`src/rtl/dromos_adder_pkg.sv`:
```
// dromos_adder_pkg: shared widths and types for the nibble-serial prefix adder
package dromos_adder_pkg;
  localparam int NIBBLE_W = 4;
  localparam int PG_W = 5;
  typedef enum logic [1:0] {IDLE, ACCUM, HOLD} post_state_t;
  typedef logic [PG_W-1:0] pg_vec_t;
endpackage

```
`src/rtl/prefix_carry_4b.sv`:
```
// prefix_carry_4b: ripple-resolved carries and sum nibble for one propagate/generate beat
module prefix_carry_4b
  import dromos_adder_pkg::*;
(
  input  pg_vec_t               prop,
  input  pg_vec_t               gen,
  input  logic                  c_in,
  output logic [NIBBLE_W:1]     carry,
  output logic [NIBBLE_W-1:0]   sum
);
  logic [NIBBLE_W:0] c;
  logic unused_bit0;
  assign c[0] = c_in;
  assign unused_bit0 = prop[0] ^ gen[0];
  for (genvar i = 1; i <= NIBBLE_W; i++) begin : g_bit
    assign c[i]     = gen[i] | (prop[i] & c[i-1]);
    assign sum[i-1] = prop[i] ^ c[i-1];
  end
  assign carry = c[NIBBLE_W:1];
endmodule

```
`src/rtl/post_processing_4b_seq.sv`:
```
// post_processing_4b_seq: sequential nibble carry chain assembling a NIBBLES*4-bit sum
module post_processing_4b_seq
  import dromos_adder_pkg::*;
#(
  parameter int NIBBLES = 8
) (
  input  logic                          clk_i,
  input  logic                          rst_ni,
  input  logic [PG_W-1:0]               prop_i,
  input  logic [PG_W-1:0]               gen_i,
  input  logic                          last_i,
  input  logic                          valid_i,
  output logic                          ready_o,
  output logic [NIBBLE_W*NIBBLES-1:0]   sum_o,
  output logic                          carry_o,
  output logic                          overflow_o,
  output logic                          len_err_o,
  output logic                          valid_o,
  input  logic                          ready_i
);
  localparam int SW = NIBBLE_W * NIBBLES;
  localparam int CW = $clog2(NIBBLES + 1);
  localparam logic [CW-1:0] LAST_CNT = CW'(NIBBLES - 1);
  post_state_t state;
  logic [CW-1:0] cnt;
  logic carry_q, c_in, first, accept, close;
  logic [NIBBLE_W:1] c;
  logic [NIBBLE_W-1:0] nib;
  assign first   = state == IDLE;
  assign c_in    = first ? gen_i[0] : carry_q;
  assign ready_o = rst_ni && state != HOLD;
  assign valid_o = state == HOLD;
  assign accept  = valid_i && ready_o;
  assign close   = last_i || (first ? (NIBBLES == 1) : (cnt == LAST_CNT));
  prefix_carry_4b u_carry (
    .prop  (prop_i),
    .gen   (gen_i),
    .c_in  (c_in),
    .carry (c),
    .sum   (nib)
  );
  always_ff @(posedge clk_i or negedge rst_ni) begin
    if (!rst_ni) begin
      state      <= IDLE;
      cnt        <= '0;
      carry_q    <= 1'b0;
      sum_o      <= '0;
      carry_o    <= 1'b0;
      overflow_o <= 1'b0;
      len_err_o  <= 1'b0;
    end else if (accept) begin
      carry_q <= c[NIBBLE_W];
      cnt     <= first ? CW'(1) : cnt + 1'b1;
      if (first) sum_o <= SW'(nib);
      else sum_o[NIBBLE_W*int'(cnt) +: NIBBLE_W] <= nib;
      state <= close ? HOLD : ACCUM;
      if (close) begin
        carry_o    <= c[NIBBLE_W];
        overflow_o <= c[NIBBLE_W] ^ c[NIBBLE_W-1];
        len_err_o  <= ~last_i;
      end
    end else if (state == HOLD && ready_i) begin
      state <= IDLE;
    end
  end
endmodule

```
`config.mk`:
```
export PLATFORM = sky130hd
export DESIGN_NAME = post_processing_4b_seq
export DESIGN_NICKNAME = d
export VERILOG_FILES = /design/src/rtl/dromos_adder_pkg.sv /design/src/rtl/prefix_carry_4b.sv /design/src/rtl/post_processing_4b_seq.sv
export SDC_FILE = /design/constraint.sdc
export NUM_CORES = 1
export LEC_CHECK = 0
export BUFFER_PORTS_ARGS = -buffer_cell sky130_fd_sc_hd__buf_4
export CAP_MARGIN = 20
export CORE_ASPECT_RATIO = 1.5
export CORE_MARGIN = 4
export CORE_UTILIZATION = 47
export CTS_CLUSTER_DIAMETER = 40
export CTS_CLUSTER_SIZE = 25
export DETAILED_ROUTE_END_ITERATION = 8
export GPL_TIMING_DRIVEN = 0
export PLACE_DENSITY_LB_ADDON = 0.08
export REMOVE_ABC_BUFFERS = 1
export SYNTH_ARGS = -nofsm -noshare
export SYNTH_HDL_FRONTEND = slang
export SYNTH_SLANG_ARGS = --single-unit
export TNS_END_PERCENT = 100
```
`constraint.sdc`:
```
create_clock -name clk_i -period 5.5 [get_ports clk_i]
set_input_delay 0.825 -clock clk_i [delete_from_list [all_inputs] [get_ports clk_i]]
set_output_delay 0.825 -clock clk_i [all_outputs]
set_load 0.05 [all_outputs]
```
; Word level (Yosys, flattened, before mapping)
; Cells that the tools add are included.
[totals]
register_bits = 42
inputBits = 15
output_inout_bits = 37
wordCells = 43
[op_classes]
addsub = 2
eq_ne = 3
shifts = 2
mux = 8
n_bitwise = 14
n_reduce_logical = 7
[ops]
columns = op, count
row1 = 6-bit negator with 33-bit output, 1
row2 = "4-bit by 33-bit variable shift with 32-bit output, first input constant", 1
row3 = 4-bit by 33-bit indexed part select with 32-bit output, 1
row4 = 32-bit bitwise mux, 1
row5 = 32-bit 2-to-1 mux, 1
row6 = 2-bit 2-to-1 mux, 3
row7 = 1-bit bitwise XOR, 5
row8 = "4-bit by 1-bit adder with 4-bit output, second input constant", 1
row9 = 1-bit bitwise AND, 4
row10 = "4-bit by 3-bit equality test with 1-bit output, second input constant", 1
row11 = 4-bit 2-to-1 mux, 1
row12 = 1-bit bitwise OR, 4
row13 = 1-bit logical AND, 3
row14 = "2-bit equality test, second input constant", 1
row15 = 2-bit zero test, 1
row16 = 1-bit 2-to-1 mux, 2
row17 = "2-bit != test, second input constant", 1
row18 = 2-bit AND reduction, 1
row19 = 2-bit nonzero test, 1
row20 = 1-bit logical OR, 1
row21 = 1-bit inverter, 1

; Logic depth before layout (Yosys ltp)
[logic_depth]
word_depth = 12
depth_mapped = 12
mapped_depth_nobuf = 12

; Hierarchy
; A second synthesis with hierarchy kept.
[unflattened]
cells_unflattened = 195
hier_area_um2 = 2172.1
[modules_own_cells]
columns = mod, instances, cells_each, area_each_um2, seq_area_each_um2
row1 = post_processing_4b_seq, 1, 187, 2097.0, 1051.0
row2 = prefix_carry_4b, 1, 8, 75.1, 0.0

; Worst setup path after synthesis
; OpenSTA, ideal clock, no wires.
[synth_timing]
path_kind = register to register
startpoint = register state[0]
endpoint = register overflow_o
setup_time_ns = 0.128
t_arrival_ns = 3.128
t_required_ns = 5.372
setup_slack_ns = 2.244
path_stages_with_launch = 13
n_path_buf = 0
period_less_slack_ns = 3.256
cell_sequence = dfrtp_1 -> nor2_1 -> mux2_2 -> ha_1 -> or2_2 -> ha_1 -> or2_2 -> ha_1 -> or2_2 -> ha_1 -> nor2_1 -> xnor2_1 -> mux2_1
[synth_between]
elab_chain_len = 11
word_cells_on_any_way = 17
classes_between = 1 x eq/ne / 2 x mux / 9 x bitwise / 5 x reduce/logical
[synth_rtl]
columns = item, line_no
row1 = "start, declared", post_processing_4b_seq.sv:24  ; post_state_t state;
row2 = "start signal, assigned", post_processing_4b_seq.sv:56  ; state <= close ? HOLD : ACCUM;
row3 = 2-bit zero test, post_processing_4b_seq.sv:29  ; assign first = state == IDLE;
row4 = 1-bit 2-to-1 mux, post_processing_4b_seq.sv:30  ; assign c_in = first ? gen_i[0] : carry_q;
row5 = 1-bit bitwise AND, prefix_carry_4b.sv:16  ; assign c[i] = gen[i] | (prop[i] & c[i-1]);
row6 = 1-bit bitwise OR, prefix_carry_4b.sv:16
row7 = 1-bit bitwise AND, prefix_carry_4b.sv:16
row8 = 1-bit bitwise OR, prefix_carry_4b.sv:16
row9 = 1-bit bitwise AND, prefix_carry_4b.sv:16
row10 = 1-bit bitwise OR, prefix_carry_4b.sv:16
row11 = 1-bit bitwise AND, prefix_carry_4b.sv:16
row12 = 1-bit bitwise OR, prefix_carry_4b.sv:16
row13 = 1-bit bitwise XOR, post_processing_4b_seq.sv:59  ; overflow_o <= c[NIBBLE_W] ^ c[NIBBLE_W-1];
row14 = "end signal, assigned", post_processing_4b_seq.sv:59
row15 = "end, declared", post_processing_4b_seq.sv:16  ; output logic overflow_o,
; Several ways; a longest one is shown, not always the timed one.
; A chain may end at the register's enable or synchronous reset.

; Worst setup path in the final report
; Same ends and word-level chain as after synthesis.

==> flow_metrics.env <==
export IMPL_outcome="finished clean"
export IMPL_nets=275
export IMPL_crit_fanout=8
export IMPL_synth_top_family_by_area="simple AND/OR/NAND/NOR gates"
export IMPL_start_util=0.497
export IMPL_final_min_clock_period_ns=3.60
export IMPL_finalHoldViolCount=0
export IMPL_antenna_found_initial=0
export IMPL_die_height_microns=90.8
export IMPL_fin_worst_skew_ns=0.00646
export IMPL_ys_seq_area_frac=0.490
export IMPL_routed_wl_microns=4750
export IMPL_hold_path_class="reg -> reg"
export IMPL_die_width_microns=63.2
export IMPL_dr_pass1_iters=5
export IMPL_yosys_warnings=0
export IMPL_io_pins=52
export IMPL_critPathSlowestCell="nor2_1"
export IMPL_cp_depth=12
export IMPL_port_buffers=50
export IMPL_drive_gt1_frac=0.299
export IMPL_diodes=0
export IMPL_final_common_cell="buf_4"
export IMPL_tightest_slew_ns=0.641
export IMPL_cpLargestDelayFamily="simple AND/OR/NAND/NOR gates"
export IMPL_drv_cap=0
export IMPL_h_tree_depth=2
export IMPL_synthAdderAreaFrac=0.0408
export IMPL_synthCells=203
export IMPL_criticalPathCategory="reg -> reg"
export IMPL_cts_root_buf="clkbuf_8"
export IMPL_p_leak_nw=1.38
export IMPL_syn_avg_cell_area_sq_um=10.6
export IMPL_gp_congestion=0.787
export IMPL_final_cell_mix="buf_4, nand2_1, dfrtp_1, mux2i_1"
export IMPL_fmax_mhz=278
export IMPL_drc=0
export IMPL_vias=1648
export IMPL_track_usage=0.180
export IMPL_synthMuxAreaShare=0.157
export IMPL_path_clk_slew_ns=0.08
export IMPL_peakVddDrop_v=0.000239
export IMPL_grt_pass1_vias=1720
export IMPL_grt_ovfl_total=0
export IMPL_coreArea_sq_um=4320
export IMPL_required_ns=5.68
export IMPL_drt_iter0_markers=54
export IMPL_min_path_cells=1
export IMPL_synthSimpleGateAreaFrac=0.197
export IMPL_cts_tree="done"
export IMPL_drt_vias_per_instance=5.49
export IMPL_power_density_nw_per_um2=410
export IMPL_path_common_cell="ha_1"
export IMPL_synthXorXnorAreaFrac=0.00408
export IMPL_clkSinkCount=42
export IMPL_worst_r2r_path_depth=12
export IMPL_dp_slack_ns=1.88
export IMPL_relSlewSlack=0.567
export IMPL_cp_data_arrival_time_ns=3.78
export IMPL_numCtsBuffers=5
export IMPL_synth_seq_cells=42
export IMPL_synth_compound_area_frac=0.0799
export IMPL_cts_hold_buf=0
export IMPL_grt_pass1_wl_microns=8300
export IMPL_rsz0062_at_grt="false"
export IMPL_num_rows=29
export IMPL_nFillCells=384
export IMPL_syn_cell_area_sq_um=2150
export IMPL_path_buf_inv=0
export IMPL_synth_distinct_cells=41
export IMPL_slew_viol_final=0
export IMPL_hpwlAfterDp_microns=3540
export IMPL_setup_violations=0
export IMPL_syn_to_final_growth_pct=23.4
export IMPL_die_area_sq_um=5730
export IMPL_tns_ns=0
export IMPL_critical_path_cell_chain="nor2_1 -> mux2_2 -> ha_1 -> or2_2 -> ha_1 -> or2_2 -> ha_1 -> or2_2 -> ha_1 -> nor2_1 -> xnor2_1 -> mux2_1"
export IMPL_layout_setup_ws_ns=1.90
export IMPL_finalCritPeriodShare=0.654
export IMPL_finalPower_mw=1.08
export IMPL_cts_setup_buffers=0
export IMPL_cp_start_kind="flop"
export IMPL_ant_nets=0
export IMPL_grt_max_degree=50
export IMPL_cts_buffer_depth=2
export IMPL_cts_resized=0
export IMPL_avgRoutedWirePerCell_microns=15.8
export IMPL_critPathCaptureType="flop"
export IMPL_clock_latency_ns=0.29
export IMPL_cp_slowest_stage_delay_ns=0.50
-- synth_stat cells --
master,instances,area (sq um)
nand2_1,44,165
dfrtp_1,42,1050
mux2i_1,27,270
ha_1,7,87.6
nand3_1,7,35.0
buf_2,6,30.0
inv_1,6,22.5
nor2_1,5,18.8
nor3_1,5,25.0
o21ai_0,5,25.0
mux2_2,4,45.0
or2_2,4,25.0
a21oi_1,3,15.0
a32o_1,3,30.0
nand4_1,3,18.8
nor4_1,3,18.8
and2_1,2,12.5
mux2_1,2,22.5
nand2b_1,2,12.5
nand3b_1,2,15.0
a2111oi_4,1,27.5
a22o_1,1,8.76
and2b_1,1,7.51
buf_4,1,7.51
clkbuf_1,1,3.75
inv_2,1,3.75
nand2_2,1,6.26
nand3_2,1,10.0
nor2_2,1,6.26
nor3_2,1,10.0
nor3b_4,1,18.8
nor4b_1,1,8.76
o21a_1,1,7.51
o21ai_1,1,5.00
o21ai_2,1,8.76
o21bai_1,1,7.51
o22ai_1,1,6.26
o2bb2ai_1,1,8.76
o31ai_4,1,21.3
or2b_1,1,7.51
xnor2_1,1,8.76
-- cells by family (layout without fill, tap and decap cells) --
logic type      count (synthesis)  count (layout)
simple gates                   85              85
flops                          42              42
mux                            33              33
compound gates                 20              20
buf+inv                        15              66
fa+ha+maj                       7               7
xor+xnor                        1               1
-- power breakdown --
group | internal [mW] | total, mW | switching (mW)
Combinational | 0.157 | 0.461 | 0.304
Sequential | 0.358 | 0.417 | 0.0594
Clock | 0.101 | 0.207 | 0.106
-- final timing paths --
kind | from | end | slack [ns]
max in group asynchronous | rst_ni | sum_o[13] | 4.57
worst min-delay path | sum_o[3] | sum_o[3] | 0.50
min in group asynchronous | rst_ni | len_err_o | 0.53
worst min register to register | sum_o[3] | sum_o[3] | 0.50
worst max register to register | state[0] | overflow_o | 1.90
worst max-delay path | state[0] | overflow_o | 1.90
-- cell type report --
class | instances | area [sq um] | share of cell area
Clock buffer | 6 | 82.6 | 0.0312
Multi-Input combinational cell | 146 | 1030 | 0.388
Clock inverter | 2 | 12.5 | 0.00473
Inverter | 7 | 26.3 | 0.00992
Sequential cell | 42 | 1050 | 0.397
Tap cell | 46 | 57.6 | 0.0217
Timing Repair Buffer | 51 | 390 | 0.147
-- worst reg2reg max path, delay by kind of cell, from the launching register on --
family | cells | cell delay, ns
simple gates | 5 | 1.58
mux | 2 | 0.69
fa+ha+maj | 4 | 0.69
flops | 1 | 0.45
xor+xnor | 1 | 0.09
-- registers in the layout, summed over array words and instances, names as in the netlist --
register and cells:
state 2, cnt 4, sum_o 32, overflow_o 1
carry_q 1, carry_o 1, len_err_o 1
-- metal layers --
layer  up-vias  GRT usage  wire [microns]
met5         -          0               0
met2        36      0.312            2480
met3         7     0.0386             194
met4         0     0.0523              56
li1        803          -               -
met1       802      0.223            2020
-- metrics by stage --
step	hold WS (ns)	instances	utilization	instance area (sq um)
finish	0.496	300	0.613	2650
global route	0.519	300	0.613	2650
CTS	0.499	300	0.613	2650
detailed placement	0.468	292	0.591	2550
global placement	0.465	291	0.588	2540
floorplan	0.446	195	-	2100
Note: power is estimated with default switching activity, not from simulation.
